<file path="config.mk">
export PLATFORM = sky130hd
export DESIGN_NAME = tick_scheduler
export DESIGN_NICKNAME = d
export VERILOG_FILES = /design/src/rtl/tick_sched_pkg.sv /design/src/rtl/tick_channel.sv /design/src/rtl/tick_scheduler.sv
export SDC_FILE = /design/constraint.sdc
export NUM_CORES = 1
export LEC_CHECK = 0
export BUFFER_PORTS_ARGS = -buffer_cell sky130_fd_sc_hd__buf_2
export CELL_PAD_IN_SITES_DETAIL_PLACEMENT = 0
export CELL_PAD_IN_SITES_GLOBAL_PLACEMENT = 1
export CORE_UTILIZATION = 43
export DETAILED_ROUTE_END_ITERATION = 8
export GPL_TIMING_DRIVEN = 0
export PLACE_DENSITY = 0.86
export SLEW_MARGIN = 20
export SYNTH_ARGS = -nofsm -noshare
export SYNTH_HDL_FRONTEND = slang
export SYNTH_HIERARCHICAL = 1
export SYNTH_SLANG_ARGS = --single-unit
</file>
<file path="constraint.sdc">
create_clock -name clk_in -period 2.2 [get_ports clk_in]
set_input_delay 0.44 -clock clk_in [delete_from_list [all_inputs] [get_ports clk_in]]
set_output_delay 0.44 -clock clk_in [all_outputs]
set_load 0.02 [all_outputs]
</file>
<file path="src/rtl/tick_sched_pkg.sv">
`default_nettype none
// ============================================================================
// Module      : tick_sched_pkg
// Description : Shared types and helpers for the tick scheduler.
//               cfg_state_t  - configuration FSM state encoding
//               clamp_period - maps a zero period onto one
// Revision    : 1.0 - initial release
// ============================================================================
package tick_sched_pkg;

    typedef enum logic [0:0] {
        CFG_IDLE  = 1'b0,
        CFG_APPLY = 1'b1
    } cfg_state_t;

    // A zero period would make the terminal count underflow; treat it as 1.
    function automatic logic [31:0] clamp_period(input logic [31:0] period);
        return (period == 32'd0) ? 32'd1 : period;
    endfunction

endpackage
`default_nettype wire

</file>
<file path="src/rtl/tick_channel.sv">
`default_nettype none
// ============================================================================
// Module      : tick_channel
// Description : One programmable tick channel driven by the shared base tick.
//               Ports: clk_in, reset (sync, active high), base_tick (enable),
//               load/load_period/load_en (one-cycle reconfiguration),
//               tick_out (one-cycle pulse), clk_out (50% divided clock).
// Revision    : 1.0 - initial release
// ============================================================================
module tick_channel
    import tick_sched_pkg::*;
#(
    parameter int PW             = 16,
    parameter int DEFAULT_PERIOD = 1000
) (
    input  logic          clk_in,
    input  logic          reset,
    input  logic          base_tick,
    input  logic          load,
    input  logic [PW-1:0] load_period,
    input  logic          load_en,
    output logic          tick_out,
    output logic          clk_out
);

    localparam logic [PW-1:0] c_DEFAULT = PW'(clamp_period(32'(DEFAULT_PERIOD)));

    logic          r_en;
    logic [PW-1:0] r_period;
    logic [PW-1:0] r_cnt;
    logic          r_tick;
    logic          r_clk;
    logic          w_last;

    // period is never 0, so period-1 cannot wrap.
    assign w_last = (r_cnt == (r_period - PW'(1)));

    always_ff @(posedge clk_in) begin
        if (reset) begin
            r_en     <= 1'b0;
            r_period <= c_DEFAULT;
            r_cnt    <= '0;
            r_tick   <= 1'b0;
            r_clk    <= 1'b0;
        end else if (load) begin
            // A load takes priority over a coincident terminal count.
            r_en     <= load_en;
            r_period <= PW'(clamp_period(32'(load_period)));
            r_cnt    <= '0;
            r_tick   <= 1'b0;
            r_clk    <= 1'b0;
        end else if (!r_en) begin
            r_cnt  <= '0;
            r_tick <= 1'b0;
            r_clk  <= 1'b0;
        end else begin
            r_tick <= 1'b0;
            if (base_tick) begin
                if (w_last) begin
                    r_cnt  <= '0;
                    r_tick <= 1'b1;
                    r_clk  <= ~r_clk;
                end else begin
                    r_cnt <= r_cnt + PW'(1);
                end
            end
        end
    end

    assign tick_out = r_tick;
    assign clk_out  = r_clk;

endmodule
`default_nettype wire

</file>
<file path="src/rtl/tick_scheduler.sv">
`default_nettype none
// ============================================================================
// Module      : tick_scheduler
// Description : Shared prescaler feeding N_CH programmable tick channels.
//               Ports: clk_in, reset (sync, active high),
//               cfg_valid/cfg_ready/cfg_ch/cfg_period/cfg_en (config port),
//               base_tick (prescaler pulse), tick_out[N_CH], clk_out[N_CH].
// Revision    : 1.0 - initial release
// ============================================================================
module tick_scheduler
    import tick_sched_pkg::*;
#(
    parameter int N_CH           = 3,
    parameter int PRESCALE       = 100,
    parameter int PW             = 16,
    parameter int DEFAULT_PERIOD = 1000,
    parameter int CH_W           = (N_CH > 1) ? $clog2(N_CH) : 1
) (
    input  logic            clk_in,
    input  logic            reset,
    input  logic            cfg_valid,
    output logic            cfg_ready,
    input  logic [CH_W-1:0] cfg_ch,
    input  logic [PW-1:0]   cfg_period,
    input  logic            cfg_en,
    output logic            base_tick,
    output logic [N_CH-1:0] tick_out,
    output logic [N_CH-1:0] clk_out
);

    localparam int c_PRE_W = (PRESCALE > 1) ? $clog2(PRESCALE) : 1;

    logic [c_PRE_W-1:0] r_pre_cnt;
    logic               r_base_tick;
    cfg_state_t         r_state;
    logic               r_cfg_ready;
    logic [CH_W-1:0]    r_cfg_ch;
    logic [PW-1:0]      r_cfg_period;
    logic               r_cfg_en;
    logic [N_CH-1:0]    w_load;

    // Free-running prescaler; configuration never touches it.
    always_ff @(posedge clk_in) begin
        if (reset) begin
            r_pre_cnt   <= '0;
            r_base_tick <= 1'b0;
        end else begin
            r_base_tick <= (r_pre_cnt == c_PRE_W'(PRESCALE - 1));
            if (r_pre_cnt == c_PRE_W'(PRESCALE - 1)) begin
                r_pre_cnt <= '0;
            end else begin
                r_pre_cnt <= r_pre_cnt + c_PRE_W'(1);
            end
        end
    end

    // Configuration FSM: accept in IDLE, apply for exactly one cycle.
    always_ff @(posedge clk_in) begin
        if (reset) begin
            r_state      <= CFG_IDLE;
            r_cfg_ready  <= 1'b1;
            r_cfg_ch     <= '0;
            r_cfg_period <= '0;
            r_cfg_en     <= 1'b0;
        end else begin
            case (r_state)
                CFG_IDLE: begin
                    if (cfg_valid) begin
                        r_cfg_ch     <= cfg_ch;
                        r_cfg_period <= cfg_period;
                        r_cfg_en     <= cfg_en;
                        r_state      <= CFG_APPLY;
                        r_cfg_ready  <= 1'b0;
                    end
                end
                CFG_APPLY: begin
                    r_state     <= CFG_IDLE;
                    r_cfg_ready <= 1'b1;
                end
                default: begin
                    r_state     <= CFG_IDLE;
                    r_cfg_ready <= 1'b1;
                end
            endcase
        end
    end

    // An out-of-range channel index matches no channel, so the APPLY is a no-op.
    for (genvar i = 0; i < N_CH; i++) begin : g_ch
        assign w_load[i] = (r_state == CFG_APPLY) && (r_cfg_ch == CH_W'(i));

        tick_channel #(
            .PW            (PW),
            .DEFAULT_PERIOD(DEFAULT_PERIOD)
        ) u_channel (
            .clk_in     (clk_in),
            .reset      (reset),
            .base_tick  (r_base_tick),
            .load       (w_load[i]),
            .load_period(r_cfg_period),
            .load_en    (r_cfg_en),
            .tick_out   (tick_out[i]),
            .clk_out    (clk_out[i])
        );
    end

    assign base_tick = r_base_tick;
    assign cfg_ready = r_cfg_ready;

endmodule
`default_nettype wire

</file>
==> impl_results.html <==
<table>
<tr><th>Metric</th><th>Value</th></tr>
<tr><th colspan="2">Status</th></tr>
<tr><td>Status</td><td>finished with violations</td></tr>
<tr><td>Violations in the final reports</td><td>negative setup slack</td></tr>
<tr><th colspan="2">Timing</th></tr>
<tr><td>Worst max-slew margin expressed relative to the limit</td><td>between 60% and 70%</td></tr>
<tr><td>Setup slack of the critical path after layout</td><td>-0.110 ns</td></tr>
<tr><td>Skew final</td><td>just over 0.007 ns</td></tr>
<tr><td>Final number of setup-violating endpoints</td><td>41</td></tr>
<tr><td>Final critical delay including setup and external delays</td><td>around 2.3 ns</td></tr>
<tr><td>Number of max-slew violations in the final report</td><td>0</td></tr>
<tr><td>Maximum frequency from static timing analysis</td><td>0.433 GHz</td></tr>
<tr><td>Final critical-path share of the clock period</td><td>105%</td></tr>
<tr><td>Setup repair after global routing missed its margin</td><td>true</td></tr>
<tr><td>Slew of the pin with the lowest slew margin</td><td>between 0.5 and 0.6 ns</td></tr>
<tr><td>Endpoints failing hold</td><td>0</td></tr>
<tr><th colspan="2">Power and ir drop</th></tr>
<tr><td>Worst IR drop on VDD</td><td>about 0.62 mV</td></tr>
<tr><td>Leak pwr</td><td>between 3 and 4 nW</td></tr>
<tr><td>Pwr Density</td><td>645 mW/mm²</td></tr>
<tr><th colspan="2">GRT</th></tr>
<tr><td>Vias in the first global route</td><td>5418</td></tr>
<tr><td>Total congestion overflow after global routing</td><td>0</td></tr>
<tr><td>Global-route wire length before repair</td><td>26800 µm</td></tr>
<tr><td>Antenna violations before repair</td><td>0</td></tr>
<tr><td>Tot GR Track Use</td><td>between 20% and 30%</td></tr>
<tr><td>Pin count of the biggest net entering global routing</td><td>20</td></tr>
<tr><th colspan="2">CTS</th></tr>
<tr><td>CTS H-tree depth</td><td>4</td></tr>
<tr><td>Clock slew at reported path FFs</td><td>approximately 0.06 ns</td></tr>
<tr><td>Sink Count</td><td>134</td></tr>
<tr><td>Number of clock buffers inserted by TritonCTS</td><td>17</td></tr>
<tr><td>Worst-Skew Late Latency</td><td>0.42 ns</td></tr>
<tr><td>Cell at the root of the clock tree</td><td>sky130_fd_sc_hd__clkbuf_16</td></tr>
<tr><td>Buffers from clock root to sink, at most</td><td>2</td></tr>
<tr><td>Post-cts hold buffer count</td><td>0</td></tr>
<tr><td>TritonCTS clock tree</td><td>built</td></tr>
<tr><th colspan="2">Route</th></tr>
<tr><td>Drt first-iter violations</td><td>275</td></tr>
<tr><td>Number of vias after detailed routing</td><td>between 5000 and 6000</td></tr>
<tr><td>Mean number of vias per cell</td><td>~5.4</td></tr>
<tr><td>Remaining antenna violation count after routing</td><td>0</td></tr>
<tr><td>First-pass iteration count of the detailed router</td><td>4</td></tr>
<tr><td>Drt wl/cell</td><td>between 15 and 20 µm</td></tr>
<tr><td>Total DRC errors in the routed layout</td><td>0</td></tr>
<tr><td>Final Routed Wirelength</td><td>16600 µm</td></tr>
<tr><th colspan="2">Synthesis</th></tr>
<tr><td>Number of synthesis warnings</td><td>6</td></tr>
<tr><td>Post-synth EDFFs</td><td>0</td></tr>
<tr><td>Ys async rst share</td><td>0%</td></tr>
<tr><td>Gate Count Post-Synth</td><td>about 790</td></tr>
<tr><td>Post-synthesis instance area</td><td>between 0.006 and 0.007 mm²</td></tr>
<tr><td>Top_reg_cell synth</td><td>sky130_fd_sc_hd__dfxtp_1</td></tr>
<tr><td>Synth Area per Inst</td><td>just under 9 µm²</td></tr>
<tr><td>#FFs+latches synth</td><td>between 100 and 150</td></tr>
<tr><td>Sequential element share of the synthesized area</td><td>about two fifths</td></tr>
<tr><td>Number of distinct library cells after synthesis</td><td>slightly above 50</td></tr>
<tr><td>Syn_nets</td><td>roughly 800</td></tr>
<tr><th colspan="2">Die</th></tr>
<tr><td>Chip height</td><td>129 µm</td></tr>
<tr><td>Die area</td><td>0.0168 mm²</td></tr>
<tr><td>Starting utilization of the core area</td><td>a little over two fifths</td></tr>
<tr><td>Core ar.</td><td>0.0159 mm²</td></tr>
<tr><td>Chip Width</td><td>129 µm</td></tr>
<tr><td>Row count</td><td>46</td></tr>
<tr><td>Ports placed on the boundary</td><td>30</td></tr>
<tr><th colspan="2">Place</th></tr>
<tr><td>Post-placement worst setup slack</td><td>-0.457 ns</td></tr>
<tr><td>Total placed instance area</td><td>approximately 0.0075 mm²</td></tr>
<tr><td>HPWL after detailed placement</td><td>11000 µm</td></tr>
<tr><td>Placer's final routability congestion estimate</td><td>approximately 0.80</td></tr>
<tr><td>Number of input and output port buffers inserted</td><td>29</td></tr>
<tr><th colspan="2">Flow run</th></tr>
<tr><td>Max-cap violation count</td><td>0</td></tr>
<tr><th colspan="2">Critical path</th></tr>
<tr><td>Worst setup EP type</td><td>flop</td></tr>
<tr><td>Start-to-end type of the worst setup path</td><td>flop to flop</td></tr>
<tr><td>Maximum fanout count along the critical path</td><td>5</td></tr>
<tr><td>Data required time of the worst path</td><td>2.51 ns</td></tr>
<tr><td>Crit path DAT</td><td>about 2.6 ns</td></tr>
<tr><td>Critical Path Source Type</td><td>flop</td></tr>
<tr><th colspan="2">Layout</th></tr>
<tr><td>Ant. Diodes</td><td>0</td></tr>
<tr><td>Final core utilization</td><td>55.0%</td></tr>
<tr><td>Area of all placed cells without fillers</td><td>0.00874 mm²</td></tr>
<tr><td>Layout cells sized above 1</td><td>approximately a quarter</td></tr>
<tr><td>Area growth from synthesis to final layout</td><td>25.2%</td></tr>
<tr><td>Number of nets in the final layout</td><td>889</td></tr>
<tr><th colspan="2">Hold path</th></tr>
<tr><td>Min-Delay Path Class</td><td>input port to flop</td></tr>
</table>
layout by cell type (no fill, tap or decap), types with 10 or more instances in the layout:
cell type and instances:
sky130_fd_sc_hd__xnor2_1 46, sky130_fd_sc_hd__xor2_1 59, sky130_fd_sc_hd__nor2_1 67, sky130_fd_sc_hd__clkbuf_1 16, sky130_fd_sc_hd__buf_2 34, sky130_fd_sc_hd__a21oi_1 34
sky130_fd_sc_hd__a211o_1 18, sky130_fd_sc_hd__nand2_1 80, sky130_fd_sc_hd__nor2b_1 22, sky130_fd_sc_hd__and3_1 15, sky130_fd_sc_hd__clkbuf_16 17, sky130_fd_sc_hd__nor3_2 10
sky130_fd_sc_hd__nor2_2 14, sky130_fd_sc_hd__nand3_1 14, sky130_fd_sc_hd__nand4_1 12, sky130_fd_sc_hd__nor4_1 15, sky130_fd_sc_hd__buf_6 21, sky130_fd_sc_hd__dfxtp_1 122
sky130_fd_sc_hd__buf_4 20, sky130_fd_sc_hd__mux2i_1 36
synth_stat cells (7+ instances only):
| library cell | number | area share (%) |
|---|---|---|
| sky130_fd_sc_hd__inv_1 | 11 | 0.59 |
| sky130_fd_sc_hd__xor2_1 | 59 | 7.4 |
| sky130_fd_sc_hd__buf_2 | 11 | 0.79 |
| sky130_fd_sc_hd__dfxtp_1 | 134 | 38 |
| sky130_fd_sc_hd__a211o_1 | 18 | 2.3 |
| sky130_fd_sc_hd__mux2i_1 | 36 | 5.2 |
| sky130_fd_sc_hd__nor2b_1 | 25 | 2.2 |
| sky130_fd_sc_hd__a21oi_1 | 35 | 2.5 |
| sky130_fd_sc_hd__nand3b_1 | 9 | 0.97 |
| sky130_fd_sc_hd__a31oi_1 | 9 | 0.81 |
| sky130_fd_sc_hd__nand4_1 | 12 | 1.1 |
| sky130_fd_sc_hd__ha_1 | 8 | 1.4 |
| sky130_fd_sc_hd__nand2b_1 | 7 | 0.63 |
| sky130_fd_sc_hd__o21ai_0 | 9 | 0.64 |
| sky130_fd_sc_hd__nor3_2 | 9 | 1.3 |
| sky130_fd_sc_hd__nor3_1 | 16 | 1.1 |
| sky130_fd_sc_hd__nor4_1 | 21 | 1.9 |
| sky130_fd_sc_hd__nand3_1 | 16 | 1.1 |
| sky130_fd_sc_hd__xnor2_1 | 48 | 6.0 |
| sky130_fd_sc_hd__and3_1 | 18 | 1.6 |
| sky130_fd_sc_hd__nand2_1 | 80 | 4.3 |
| sky130_fd_sc_hd__and4_1 | 9 | 1.1 |
| sky130_fd_sc_hd__nor2_1 | 82 | 4.4 |
| sky130_fd_sc_hd__clkbuf_1 | 20 | 1.1 |
worst max-delay path, stage by stage, from the launching register on:
cell	delay, ns
sky130_fd_sc_hd__dfxtp_4	0.35
sky130_fd_sc_hd__nor4_4	0.37
sky130_fd_sc_hd__nand4_2	0.17
sky130_fd_sc_hd__o31a_1	0.31
sky130_fd_sc_hd__nor4_4	0.35
sky130_fd_sc_hd__nand4_4	0.18
sky130_fd_sc_hd__o21bai_4	0.26
sky130_fd_sc_hd__buf_6	0.16
sky130_fd_sc_hd__nor2_2	0.04
kinds of logic (layout without fill, tap and decap cells):
family                   count (synthesis)  after routing  synth area share [%]
AO/OA/AOI/OAI                          101            101                  10.0
XOR/XNOR                               107            107                  13.4
adder cells (fa/ha/maj)                  8              8                  1.43
buffers and inverters                   53            138                  3.48
flip-flops                             134            134                  38.4
multiplexers                            36             36                  5.16
AND/OR/NAND/NOR                        348            348                  28.1
flip-flops by register name, summed over array words and instances, names as in the netlist:
register and count:
g_ch.u_channel/r_period 48, r_cfg_period 16, base_tick 1, r_pre_cnt 7
g_ch.u_channel/clk_out 3, r_cfg_ch 2, r_cfg_en 1, g_ch.u_channel/tick_out 3
cfg_ready 1, g_ch.u_channel/r_cnt 48, r_state 1, g_ch.u_channel/r_en 3
report_power, final:
part	total, mW	leakage, nW	switching [mW]	internal (mW)
clock	2.74	0.284	1.13	1.61
sequential	2.56	1.09	0.0934	2.47
combinational	0.330	1.84	0.175	0.156
total	5.64	3.21	1.40	4.24
area by class of cell:
class | instances | area [µm²]
clock buffer | 18 | 439
sequential | 134 | 2720
clock inverter | 14 | 135
inverter | 11 | 43.8
tap | 216 | 270
timing repair buffer | 58 | 417
buffer | 37 | 231
fill | 1449 | 7140
multi-input combinational | 600 | 4490
stage by stage:
step,hold slack [ns],total power [mW],instances,setup TNS (ns)
6_report,0.240,5.64,1088,-2.98
5_1_grt,0.261,5.84,1088,-7.68
4_1_cts,0.220,5.67,1084,-2.03
3_5_place_dp,0.454,2.91,1032,-18.31
2_1_floorplan,0.433,2.81,787,0
3_3_place_gp,0.447,2.90,1032,-18.07
path summary, 6_finish.rpt:
kind | slack, ns | depth (start not counted) | startpoint | endpoint
worst max-delay path | -0.11 | 8 | g_ch[2].u_channel/r_period[3] | g_ch[2].u_channel/r_cnt[8]
worst min-delay path | 0.24 | 2 | cfg_valid | cfg_ready
worst max register to register | -0.11 | 8 | g_ch[2].u_channel/r_period[3] | g_ch[2].u_channel/r_cnt[8]
worst min register to register | 0.46 | 1 | r_pre_cnt[0] | r_pre_cnt[0]
routing by layer:
metal,track usage (%),up-vias,wire length (µm)
li1,-,2931,-
met1,27.4,2738,7610
met2,32.8,129,7910
met3,3.96,23,737
met4,7.66,0,298
met5,0,-,0
what timing repair did:
item                       4_1_cts  5_1_grt
resized for setup               64       57
setup endpoints to repair       76       60
cloned                           3        0
setup buffers                   17        9
pin swaps                       41       28
Note: power is estimated with default switching activity, not from simulation.
